<file path="src/rtl/cdc_handshake_tx.sv">
// Transmit side of a 4-phase req/ack clock-domain crossing: captures a word, holds it on
// data_out under req_out, and completes once the synchronized ack has risen and fallen again.
// Optional abort on a missing acknowledge: define CDC_TX_TIMEOUT_EN.
module cdc_handshake_tx #(
    parameter int DATA_W         = 8,
    parameter int SYNC_STAGES    = 2,
    parameter int TIMEOUT_CYCLES = 1024
) (
    input  logic              clk,
    input  logic              rstn,
    input  logic              src_valid,
    input  logic [DATA_W-1:0] src_data,
    output logic              src_ready,
    output logic              done,
    output logic              req_out,
    output logic [DATA_W-1:0] data_out,
    input  logic              ack_in,
    output logic              timeout_err
);

    if (SYNC_STAGES < 2 || SYNC_STAGES > 4) begin : g_bad_sync_stages
        $error("cdc_handshake_tx: SYNC_STAGES must be in 2..4");
    end
    if (TIMEOUT_CYCLES < 1) begin : g_bad_timeout
        $error("cdc_handshake_tx: TIMEOUT_CYCLES must be at least 1");
    end

    typedef enum logic [1:0] {
        IDLE         = 2'd0,
        REQ          = 2'd1,
        WAIT_ACK_LOW = 2'd2
    } state_t;

    state_t            state;
    state_t            state_nxt;
    logic [SYNC_STAGES-1:0] ack_s;
    logic              ack_sync;
    logic              accept;
    logic              tmo_fire;
    logic              req_nxt;
    logic              done_nxt;
    logic [DATA_W-1:0] data_nxt;

    // ack_in is asynchronous; only the last stage of this chain may be consumed.
    always_ff @(posedge clk) begin
        // NOTE: clocked state uses non-blocking assignments so every flop samples pre-edge values.
        if (!rstn) begin
            ack_s <= '0;
        end else begin
            ack_s <= {ack_s[SYNC_STAGES-2:0], ack_in};
        end
    end

    assign ack_sync  = ack_s[SYNC_STAGES-1];
    assign src_ready = rstn && (state == IDLE) && !ack_sync;
    assign accept    = src_valid && src_ready;

`ifdef CDC_TX_TIMEOUT_EN
    localparam int CNT_W = $clog2(TIMEOUT_CYCLES + 1);

    logic [CNT_W-1:0] tmo_cnt;
    logic             tmo_hit;

    // Fires on the TIMEOUT_CYCLES-th cycle spent waiting in the current state.
    assign tmo_hit  = (state != IDLE) && (tmo_cnt == CNT_W'(TIMEOUT_CYCLES - 1));
    assign tmo_fire = tmo_hit && (((state == REQ) && !ack_sync) ||
                                  ((state == WAIT_ACK_LOW) && ack_sync));

    always_ff @(posedge clk) begin
        if (!rstn || (state_nxt != state)) begin
            tmo_cnt <= '0;
        end else if (state != IDLE) begin
            tmo_cnt <= tmo_cnt + 1'b1;
        end
    end

    always_ff @(posedge clk) begin
        if (!rstn || accept) begin
            timeout_err <= 1'b0;
        end else if (tmo_fire) begin
            timeout_err <= 1'b1;
        end
    end
`else
    assign tmo_fire    = 1'b0;
    assign timeout_err = 1'b0;
`endif

    always_ff @(posedge clk) begin
        if (!rstn) begin
            state    <= IDLE;
            req_out  <= 1'b0;
            data_out <= '0;
            done     <= 1'b0;
        end else begin
            state    <= state_nxt;
            req_out  <= req_nxt;
            data_out <= data_nxt;
            done     <= done_nxt;
        end
    end

    always_comb begin
        // NOTE: assigning a default first keeps every path covered, so no latch is inferred.
        state_nxt = state;
        unique case (state)
            IDLE: begin
                if (accept) state_nxt = REQ;
            end
            REQ: begin
                if (ack_sync)      state_nxt = WAIT_ACK_LOW;
                else if (tmo_fire) state_nxt = IDLE;
            end
            WAIT_ACK_LOW: begin
                if (!ack_sync || tmo_fire) state_nxt = IDLE;
            end
            default: state_nxt = IDLE;
        endcase
    end

    // Registered outputs are computed here so req_out and data_out stay glitch-free.
    always_comb begin
        req_nxt  = req_out;
        data_nxt = data_out;
        done_nxt = 1'b0;
        unique case (state)
            IDLE: begin
                if (accept) begin
                    req_nxt  = 1'b1;
                    data_nxt = src_data;
                end
            end
            REQ: begin
                if (ack_sync || tmo_fire) req_nxt = 1'b0;
            end
            WAIT_ACK_LOW: begin
                req_nxt = 1'b0;
                if (!ack_sync) done_nxt = 1'b1;
            end
            default: req_nxt = 1'b0;
        endcase
    end

endmodule

</file>
<file path="config.mk">
export PLATFORM = sky130hd
export DESIGN_NAME = cdc_handshake_tx
export DESIGN_NICKNAME = d
export VERILOG_FILES = /design/src/rtl/cdc_handshake_tx.sv
export SDC_FILE = /design/constraint.sdc
export NUM_CORES = 1
export LEC_CHECK = 0
export CAP_MARGIN = 15
export CORE_MARGIN = 3
export CORE_UTILIZATION = 30
export DETAILED_ROUTE_END_ITERATION = 8
export HOLD_SLACK_MARGIN = 0.03
export SLEW_MARGIN = 25
export SYNTH_ARGS = -nofsm -noshare
export SYNTH_HDL_FRONTEND = slang
export SYNTH_SLANG_ARGS = --single-unit
</file>
<file path="constraint.sdc">
create_clock -name clk -period 2.9 [get_ports clk]
set_input_delay 0.725 -clock clk [delete_from_list [all_inputs] [get_ports clk]]
set_output_delay 0.725 -clock clk [all_outputs]
set_load 0.05 [all_outputs]
</file>
* After elaboration in Yosys (flattened, before gate mapping)
Cells that the tools add are included.
** Word-level totals
- Register bits :: 14
- Bits of input ports :: 12
- Output and inout port bits :: 12
- Word-level logic and storage cells :: 27
** Operators by class
- Equal/unequal tests :: 5
- Muxes and demuxes :: 8
- Reduce and logical (&&, ||, !) cells :: 9
** Operators with widths (number)
- 2-bit 2-to-1 mux :: 3
- 2-bit != test, second input constant :: 3
- 2-bit case mux with 3 select lines :: 1
- 2-bit AND reduction :: 3
- 1-bit logical AND :: 3
- 1-bit 2-to-1 mux :: 3
- 3-bit AND reduction :: 1
- 2-bit by 1-bit == test with 1-bit output, second input constant :: 1
- 2-bit == test, second input constant :: 1
- 2-bit zero test :: 1
- 1-bit case mux with 2 select lines :: 1
- 1-bit zero test :: 1

* Longest topological paths before layout
Gate-level depths: netlist (run 1).
- Word-level depth :: 6
- Mapped depth :: 4
- Depth with buffers taken out :: 3

* Worst setup path before layout (run 1)
OpenSTA, ideal clock, no wires.
- Kind :: input port to output port
- Start point :: in rstn
- End point :: out src_ready
- Arrival time :: 1.489 ns
- Data required time :: 2.175 ns
- Path slack :: 0.686 ns
- Cell stages on the path :: 1
- Path buffers :: 0
- Cells stage by stage :: nor4b_4
** On the way
- Word-level cells in the longest chain between the ends :: 2
** Ends and longest elaborated chain
- start, declared :: RTL line 10 : input logic rstn,
- 1-bit logical AND (2 in series) :: RTL line 55 : assign src_ready = rstn && (state == IDLE) && !ack_sync;
- end, declared :: RTL line 13 : output logic src_ready,
Every way passes these cells.

* Final worst setup path (run 1)
Same ends and word-level chain as after synthesis.

==> results of run 1 <==
[where the power goes]
group | internal [W] | leakage (nW) | switching [W] | total, W
combinational | 0.0000459 | 0.193 | 0.0000655 | 0.000111
sequential | 0.000204 | 0.115 | 0.00000794 | 0.000212
clock | 0.0000762 | 0.0210 | 0.0000606 | 0.000137
total | 0.000326 | 0.329 | 0.000134 | 0.000460
[layout by cell type, fill, tap and decap left out]
| master | count |
|---|---|
| xor2_1 | 1 |
| dfxtp_1 | 14 |
| nor4b_4 | 1 |
| clkdlybuf4s50_1 | 21 |
| a22oi_1 | 1 |
| clkbuf_4 | 3 |
| nor3_1 | 1 |
| nand3_1 | 8 |
| and2_1 | 3 |
| o21ai_2 | 8 |
| and3_1 | 2 |
| nand2_1 | 9 |
| nand2b_1 | 1 |
| conb_1 | 1 |
| nor2_1 | 3 |
| buf_4 | 2 |
| buf_12 | 1 |
| clkbuf_8 | 1 |
[worst min-delay path by stage]
stage / slack (ps) / startpoint / end / cells after the start
6_report: 440 / ack_s[0] / ack_s[1] / 1
5_1_grt: 460 / ack_s[0] / ack_s[1] / 1
4_1_cts: 450 / ack_s[0] / ack_s[1] / 1
3_5_place_dp: 420 / ack_s[0] / ack_s[1] / 1
3_3_place_gp: 420 / ack_s[0] / ack_s[1] / 1
2_1_floorplan: 410 / ack_s[0] / ack_s[1] / 1
[sequential cells by signal, indices dropped and copies added, names as in the netlist]
| name | count |
|---|---|
| ack_s | 2 |
| data_out | 8 |
| done | 1 |
| state | 2 |
| req_out | 1 |
[kinds of logic after synthesis]
logic type             count (synthesis)
flip-flops                            14
other                                  1
XOR/XNOR                               1
AND/OR/NAND/NOR                       28
buffers and inverters                  4
AO/OA/AOI/OAI                          9
[final cells by class]
| type | instances | area [um2] |
|---|---|---|
| fill | 176 | 778 |
| tap | 24 | 30.0 |
| timing repair buffer | 24 | 245 |
| sequential | 14 | 280 |
| clock buffer | 4 | 36.3 |
| multi-input combinational | 39 | 241 |
[layer usage]
metal,GRT usage,up-vias,routed length (um)
li1,-,241,-
met1,0.142,198,583
met2,0.154,20,472
met3,0.0491,0,123
met4,0.0284,0,0
met5,0,-,0
[critical path: stages]
cell             delay [ps]
clkdlybuf4s50_1         480
nor4b_4                 300
buf_12                  180
[Yosys cell counts (all sizes together)]
library cell | n | share of area
and3 | 2 | 0.023
dfxtp | 14 | 0.51
nand2b | 1 | 0.011
nand3 | 8 | 0.073
and2 | 3 | 0.034
xor2 | 1 | 0.016
nand2 | 9 | 0.062
o21ai | 8 | 0.13
nor2 | 3 | 0.021
nor3 | 1 | 0.0091
buf | 2 | 0.034
nor4b | 1 | 0.043
conb | 1 | 0.0068
clkbuf | 2 | 0.014
a22oi | 1 | 0.014
[per-stage QoR]
stage | hold slack, ps | worst slack, ps | instance area [um2] | utilization
after floorplan | 412 | 686 | 548 | -
after global placement | 417 | 498 | 797 | 0.495
after detailed placement | 423 | 499 | 797 | 0.495
after CTS | 445 | 483 | 833 | 0.517
after global routing | 464 | 451 | 833 | 0.517
final | 440 | 490 | 833 | 0.517
==> results.md, run 1 <==
* First drt pass iteration count at 4
* Leakage at 0.329 nW
* Final Hold Fails at 0
* Synth Area in Adders at 0
* Crit share post-route at 0.831
* Xor/xnor share of the synthesized area at 0.0160
* Core Footprint at 1610 um2
* Power, Total at 0.000460 W
* Die width at 48.7 um
* Post-Route WL at 1180 um
* Placed cell count at 101
* Initial cell density of the core at 0.340
* Global-route usage over all layers at 0.107
* Period minus WS final at 2410 ps
* Hpwl dp at 844 um
* Mapped Nets at 69
* CTS Buf Count at 3
* Setup TNS at 0 ps
* First-pass GRT wire length at 2060 um
* Worst-Skew Late Latency at 270 ps
* Cells after Synth at 57
* Antenna-violating nets left at 0
* # DRC at 0
* RR Startpoint: state[1]
* Rel. slew slack at 0.660
* Die area at 2380 um2
* Slew @ Worst Pin at 508 ps
* Vias in the first global route at 460
* Number of antenna violations at the first check in global routing at 0
* CP arrival at 1680 ps
* Pwr per Cell Area at 552 nW/um2
* Port bufs at 22
* H-tree depth at 1
* Ant. Diodes at 0
* CP max FO at 2
* CTS root buffer: clkbuf_4
* Post-Layout Cell Count at 105
* Maximum capacitance violations at 0
* #FFs+latches synth at 14
* Routability congestion estimate at 0.654
* Main combinational cell family by area after synthesis: simple AND/OR/NAND/NOR gates
* Max Root-Sink Buffers at 2
* Fin Clk Skew at 3.90 ps
* Cell Rows at 14
* CP endpoint: src_ready
* Yosys warns at 0
* Total gr overflow at 0
* R2r endpoint: data_out[5]
* RSZ-0062 raised after global routing: no
* Fmax at 415 MHz
* R2R depth at 4
* Post-synthesis sequential area ratio at 0.511
* CTS tree: yes
* Critical Path Sink Type: primary output
* Detailed Route Iter0 Violations at 9
* Critical path launch point type: primary input
* Status: finished clean
* Worst-path clk slew at 80 ps
* Synth Cell Area at 548 um2
* Worst reg-to-reg setup slack at 1260 ps
* Post-Synth Simple-Gate Area at 0.276
* Fraction of layout cells with a size suffix above 1 at 0.198
* Vias at 459
* Largest net degree at the start of global routing at 14
* Multiplexer share of the synthesized area at 0
* VDD IR max at 0.285 mV
* Setup CP Type: primary input to primary output
* CTS Hold Buffers Added at 0
* Crit. Startpoint: rstn
* Count of final setup violators at 0
* Max-slew violations at 0
* Critical Path RT at 2170 ps
* Post-CTS sizing at 0
* Area Growth Syn to Fin at 52.1%
* HP Class: flop to flop
* Wire length per cell after detailed routing at 11.2 um
* Final net count at 94
* Compound-Gate Fraction of Synth Area at 0.142
* Clock Sinks at 14
* I/O pin total at 24
* Postcts setup bufs at 0
* Die H at 48.7 um
* Syn Area/Cell at 9.61 um2
* Library cells used by synthesis at 16
* Via density at 4.37
Note: power is estimated with default switching activity, not from simulation.
==> run 2, diff against run 1 <==
clock period = 2.4 ns   (was 2.9 ns; I/O delays follow)
==> results.md, run 2 (same netlist as run 1, synthesis figures left out) <==
* Area Growth Syn to Fin at 52.3%
* CTS root buffer: clkbuf_4
* Pwr per Cell Area at 618 nW/um2 (+12%)
* Vias in the first global route at 493 (+7.2%)
* CP arrival at 1540 ps (-140 ps)
* Antenna-violating nets left at 0 (unchanged)
* VDD IR max at 0.321 mV (+12%)
* Clk pwr share at 0.239 (-0.058)
* Most frequent cells in the layout: 21 x clkdlybuf4s50_1, 14 x dfxtp_1, 9 x nand2_1
* Hpwl dp at 818 um (-3.1%)
* Final Hold Fails at 0 (unchanged)
* CTS Hold Buffers Added at 0 (unchanged)
* First drt pass iteration count at 3 (-1)
* Die width at 48.7 um (unchanged)
* Max-slew violations at 0 (unchanged)
* Critical Path Sink Type: primary output
* Final non-filler cell area at 835 um2 (+0.15%)
* Vias at 480 (+4.6%)
* Die H at 48.7 um (unchanged)
* Hold-critical path endpoint: ack_s[1]
* Detailed Route Iter0 Violations at 3 (-6)
* Number of antenna violations at the first check in global routing at 0 (unchanged)
* Crit share post-route at 0.893
* Critical path launch point type: primary input
* Commonest non-fill, non-tap cell in the layout: clkdlybuf4s50_1
* Top flop regs: data_out x8, ack_s x2, state x2
* Die area at 2380 um2 (unchanged)
* Fin Clk Skew at 1.73 ps (-2.17 ps)
* Routability congestion estimate at 0.641 (-1.9%)
* Port bufs at 22 (unchanged)
* Post-CTS sizing at 0 (unchanged)
* Worst reg-to-reg setup slack at 980 ps (-280 ps)
* First-pass GRT wire length at 1990 um (-3.3%)
* Core Footprint at 1610 um2 (unchanged)
* Post-Layout Cell Count at 106 (+0.95%)
* Cell Rows at 14 (unchanged)
* Total gr overflow at 0 (unchanged)
* CP max FO at 2 (unchanged)
* Leakage at 0.332 nW (+1.0%)
* Max reg flops at 8 (unchanged)
* Worst hold path depth at 1 (unchanged)
* Gate power share at 0.266 (+0.024)
* Rel. slew slack at 0.664 (+0.00368)
* H-tree depth at 1 (unchanged)
* CTS Buf Count at 3 (unchanged)
* Global-route usage over all layers at 0.108 (+0.00142)
* Initial cell density of the core at 0.340 (unchanged)
* R2R depth at 5 (+1)
* HP Class: flop to flop
* Post-Route WL at 1120 um (-5.2%)
* Critical Path RT at 1800 ps (-370 ps)
* Dpl cell area at 812 um2 (+1.9%)
* Slew @ Worst Pin at 502 ps (-5.50 ps)
* Final net count at 96 (+2.1%)
* Largest net degree at the start of global routing at 14 (unchanged)
* Wire length per cell after detailed routing at 10.5 um (-6.1%)
* Layout fillers at 177 (+0.57%)
* RR Startpoint: state[1]
* Worst-path clk slew at 70 ps (about the same)
* Clock Sinks at 14 (unchanged)
* CTS tree: yes
* Maximum capacitance violations at 0 (unchanged)
* Postcts setup bufs at 0 (unchanged)
* Ant. Diodes at 0 (unchanged)
* Setup CP Type: primary input to primary output
* I/O pin total at 24 (unchanged)
* Worst-Skew Late Latency at 270 ps (about the same)
* Placed cell count at 103 (+2.0%)
* Net Sw Frac at 0.297 (+0.00639)
* Status: finished clean
* Fmax at 467 MHz
* Setup TNS at 0 ps (unchanged)
* Fraction of layout cells with a size suffix above 1 at 0.207 (+0.00979)
* Via density at 4.53 (+3.6%)
* Period minus WS final at 2140 ps
* Power Internal at 0.000362 W (+11%)
* Top reg by flops: data_out
* Seq pwr share at 0.496 (+0.035)
* RSZ-0062 raised after global routing: no
* # DRC at 0 (unchanged)
* R2r endpoint: data_out[4]
* Count of final setup violators at 0 (unchanged)
* Switch Pwr at 0.000153 W (+15%)
* Hold path startpoint: ack_s[0]
* Max Root-Sink Buffers at 2 (unchanged)
[run 2: cell type report]
class,instances,area (um2),share of cell area
Sequential cell,14,280,0.336
Tap cell,24,30.0,0.0360
Timing Repair Buffer,26,260,0.312
Clock buffer,3,22.5,0.0270
Multi-Input combinational cell,39,241,0.289
[run 2: routing by layer]
metal / up-vias / GRT usage / routed length (um)
met5: - / 0 / 0
met4: 0 / 0.0711 / 26
met2: 24 / 0.165 / 473
li1: 242 / - / -
met3: 4 / 0.0460 / 135
met1: 210 / 0.122 / 481
[run 2: worst max-delay path by stage]
stage,startpoint,end,slack (ps),depth (start not counted)
detailed placement,rstn,src_ready,250,3
global placement,rstn,src_ready,250,3
global route,rstn,src_ready,220,3
finish,rstn,src_ready,260,3
floorplan,rstn,src_ready,440,1
CTS,rstn,src_ready,240,3
[run 2: per-stage QoR]
stage,util,total power [W],hold WS [ps],worst slack (ps)
final,0.518,0.000516,436,258
after global routing,0.518,0.000549,479,221
after CTS,0.518,0.000527,440,237
after detailed placement,0.504,0.000399,422,248
after global placement,0.504,0.000399,414,245
after floorplan,-,0.000343,412,436
[run 2: power by group through the flow]
| stage | logic (W) | registers [W] | clock network [W] |
|---|---|---|---|
| final | 0.000137 | 0.000256 | 0.000123 |
| after global routing | 0.000146 | 0.000258 | 0.000145 |
| after CTS | 0.000139 | 0.000256 | 0.000132 |
| after detailed placement | 0.000138 | 0.000261 | 0 |
| after global placement | 0.000137 | 0.000261 | 0 |
| after floorplan | 0.0000430 | 0.000300 | 0 |
[run 2: critical path, stage by stage]
cell and delay (ps):
clkdlybuf4s50_1 480, nor4b_4 280, buf_12 180
==> run 3, diff against run 2 <==
ABC_AREA = 0   (was not set)
GPL_TIMING_DRIVEN = 0   (was not set)
==> results.md, run 3 (same netlist as run 1, synthesis figures left out) <==
* Status: finished clean
* Max reg flops at 8 (unchanged)
* First-pass GRT wire length at 1970 um (-1.4%)
* Wire length per cell after detailed routing at 10.8 um (+2.9%)
* Cell Rows at 14 (unchanged)
* Worst-path clk slew at 80 ps (about the same)
* Layout Utilization at 0.519 (+0.00155)
* Worst path max stage delay at 550 ps (+70 ps)
* VDD IR max at 0.355 mV (+11%)
* Vias at 476 (-0.83%)
* Via density at 4.41 (-2.7%)
* CTS Hold Buffers Added at 0 (unchanged)
* First drt pass iteration count at 3 (unchanged)
* Antenna-violating nets left at 0 (unchanged)
* Final WS setup at 65.2 ps (-193 ps)
* Core Footprint at 1610 um2 (unchanged)
* Post-Route WL at 1170 um (+4.8%)
* Final net count at 97 (+1.0%)
* Total gr overflow at 0 (unchanged)
* Worst-Skew Late Latency at 280 ps (about the same)
* Port bufs at 22 (unchanged)
* HP Class: flop to flop
* Layout fillers at 167 (-5.6%)
* Setup CP Type: primary input to primary output
* Fin Clk Skew at 2.14 ps (+0.411 ps)
* Pwr per Cell Area at 666 nW/um2 (+7.7%)
* H-tree depth at 1 (unchanged)
* Setup WS pre-CTS at -799 ps (-1050 ps)
* Crit share post-route at 0.973 (+0.0803)
* Critical path launch point type: primary input
* CTS root buffer: clkbuf_4
* Fmax at 428 MHz (-8.3%)
* CP arrival at 1730 ps (+190 ps)
* Routability congestion estimate at 0.635 (-1.0%)
* CTS Buf Count at 3 (unchanged)
* Leakage at 0.334 nW (+0.44%)
* Slew @ Worst Pin at 515 ps (+13.1 ps)
* Period minus WS final at 2330 ps (+193 ps)
* Die width at 48.7 um (unchanged)
* Final Hold Fails at 0 (unchanged)
* Top reg by flops: data_out
* Most frequent cells in the layout: 21 x clkdlybuf4s50_1, 14 x dfxtp_1, 9 x nand2_1
* RSZ-0062 raised after global routing: no
* Ant. Diodes at 0 (unchanged)
* Commonest non-fill, non-tap cell in the layout: clkdlybuf4s50_1
* Area Growth Syn to Fin at 52.7%
* Count of final setup violators at 0 (unchanged)
* Global-route usage over all layers at 0.109 (+0.000504)
* Critical Path RT at 1800 ps (about the same)
* # DRC at 0 (unchanged)
* CTS tree: yes
* Rel. slew slack at 0.655 (-0.00877)
* Die area at 2380 um2 (unchanged)
* Detailed Route Iter0 Violations at 3 (unchanged)
* Largest net degree at the start of global routing at 11 (-3)
* Vias in the first global route at 455 (-7.7%)
* Slowest library cell on the worst path: clkdlybuf4s50_1
* I/O pin total at 24 (unchanged)
* Max Root-Sink Buffers at 2 (unchanged)
* Number of antenna violations at the first check in global routing at 0 (unchanged)
* CP cell instances: clkdlybuf4s50_1, nor4b_4, buf_2
* Hpwl dp at 824 um (+0.72%)
* Max-slew violations at 0 (unchanged)
* Top flop regs: data_out x8, ack_s x2, state x2
* Fraction of layout cells with a size suffix above 1 at 0.202 (-0.00494)
* Initial cell density of the core at 0.340 (unchanged)
* Maximum capacitance violations at 0 (unchanged)
* CP max FO at 5 (+3)
* Clock Sinks at 14 (unchanged)
* Die H at 48.7 um (unchanged)
* Critical Path Sink Type: primary output
## run 3: changes by cell type in the layout (fill, tap and decap cells not counted), sizes merged
cell    delta
clkbuf     +3
buf        -1
## run 3: final cells by class
type / instances / area [um2] / area share
well taps: 24 / 30.0 / 0.0359
repair buffers: 23 / 223 / 0.266
flip-flops and latches: 14 / 280 / 0.335
clock buffers: 4 / 36.3 / 0.0433
plain buffers: 4 / 26.3 / 0.0314
multi-input cells: 39 / 241 / 0.288
## run 3: layer usage
layer | track usage | share of wire
met5 | 0 | 0
met3 | 0.0337 | 0.089
met4 | 0.0853 | 0.023
met1 | 0.140 | 0.48
met2 | 0.147 | 0.40
## run 3: path summary, 6_finish.rpt
| check | slack, ps | startpoint | to | cells after the start |
|---|---|---|---|---|
| max | 70 | rstn | src_ready | 3 |
| min | 440 | ack_s[0] | ack_s[1] | 1 |
| max reg2reg | 1020 | state[0] | data_out[7] | 5 |
| min reg2reg | 440 | ack_s[0] | ack_s[1] | 1 |
## run 3: power by group
group / internal [W] / total (W) / switching (W) / leakage, nW
logic: 0.0000537 / 0.000133 / 0.0000788 / 0.198
clock network: 0.0000923 / 0.000169 / 0.0000765 / 0.0210
registers: 0.000247 / 0.000256 / 0.00000941 / 0.115
total: 0.000393 / 0.000557 / 0.000165 / 0.334
## run 3: worst max-delay path, delay by kind of cell
family / cells / cell delay [ps]
buf+inv: 2 / 860
simple gates: 1 / 270
## run 3: what timing repair did
action / 4_1_cts / 5_1_grt
buffers inserted: 1 / 0
gates resized for setup: 5 / 0
endpoints found under the setup margin: 1 / 0
## run 3: per-stage QoR
step / hold slack [ps] / cell area (um2) / std cells / setup TNS (ps) / power (W)
finish: 438 / 837 / 108 / 0 / 0.000557
floorplan: 412 / 548 / 57 / 0 / 0.000343
CTS: 440 / 837 / 108 / 0 / 0.000568
global placement: 414 / 798 / 103 / -799 / 0.000393
detailed placement: 420 / 798 / 103 / -799 / 0.000394
global route: 479 / 837 / 108 / 0 / 0.000586
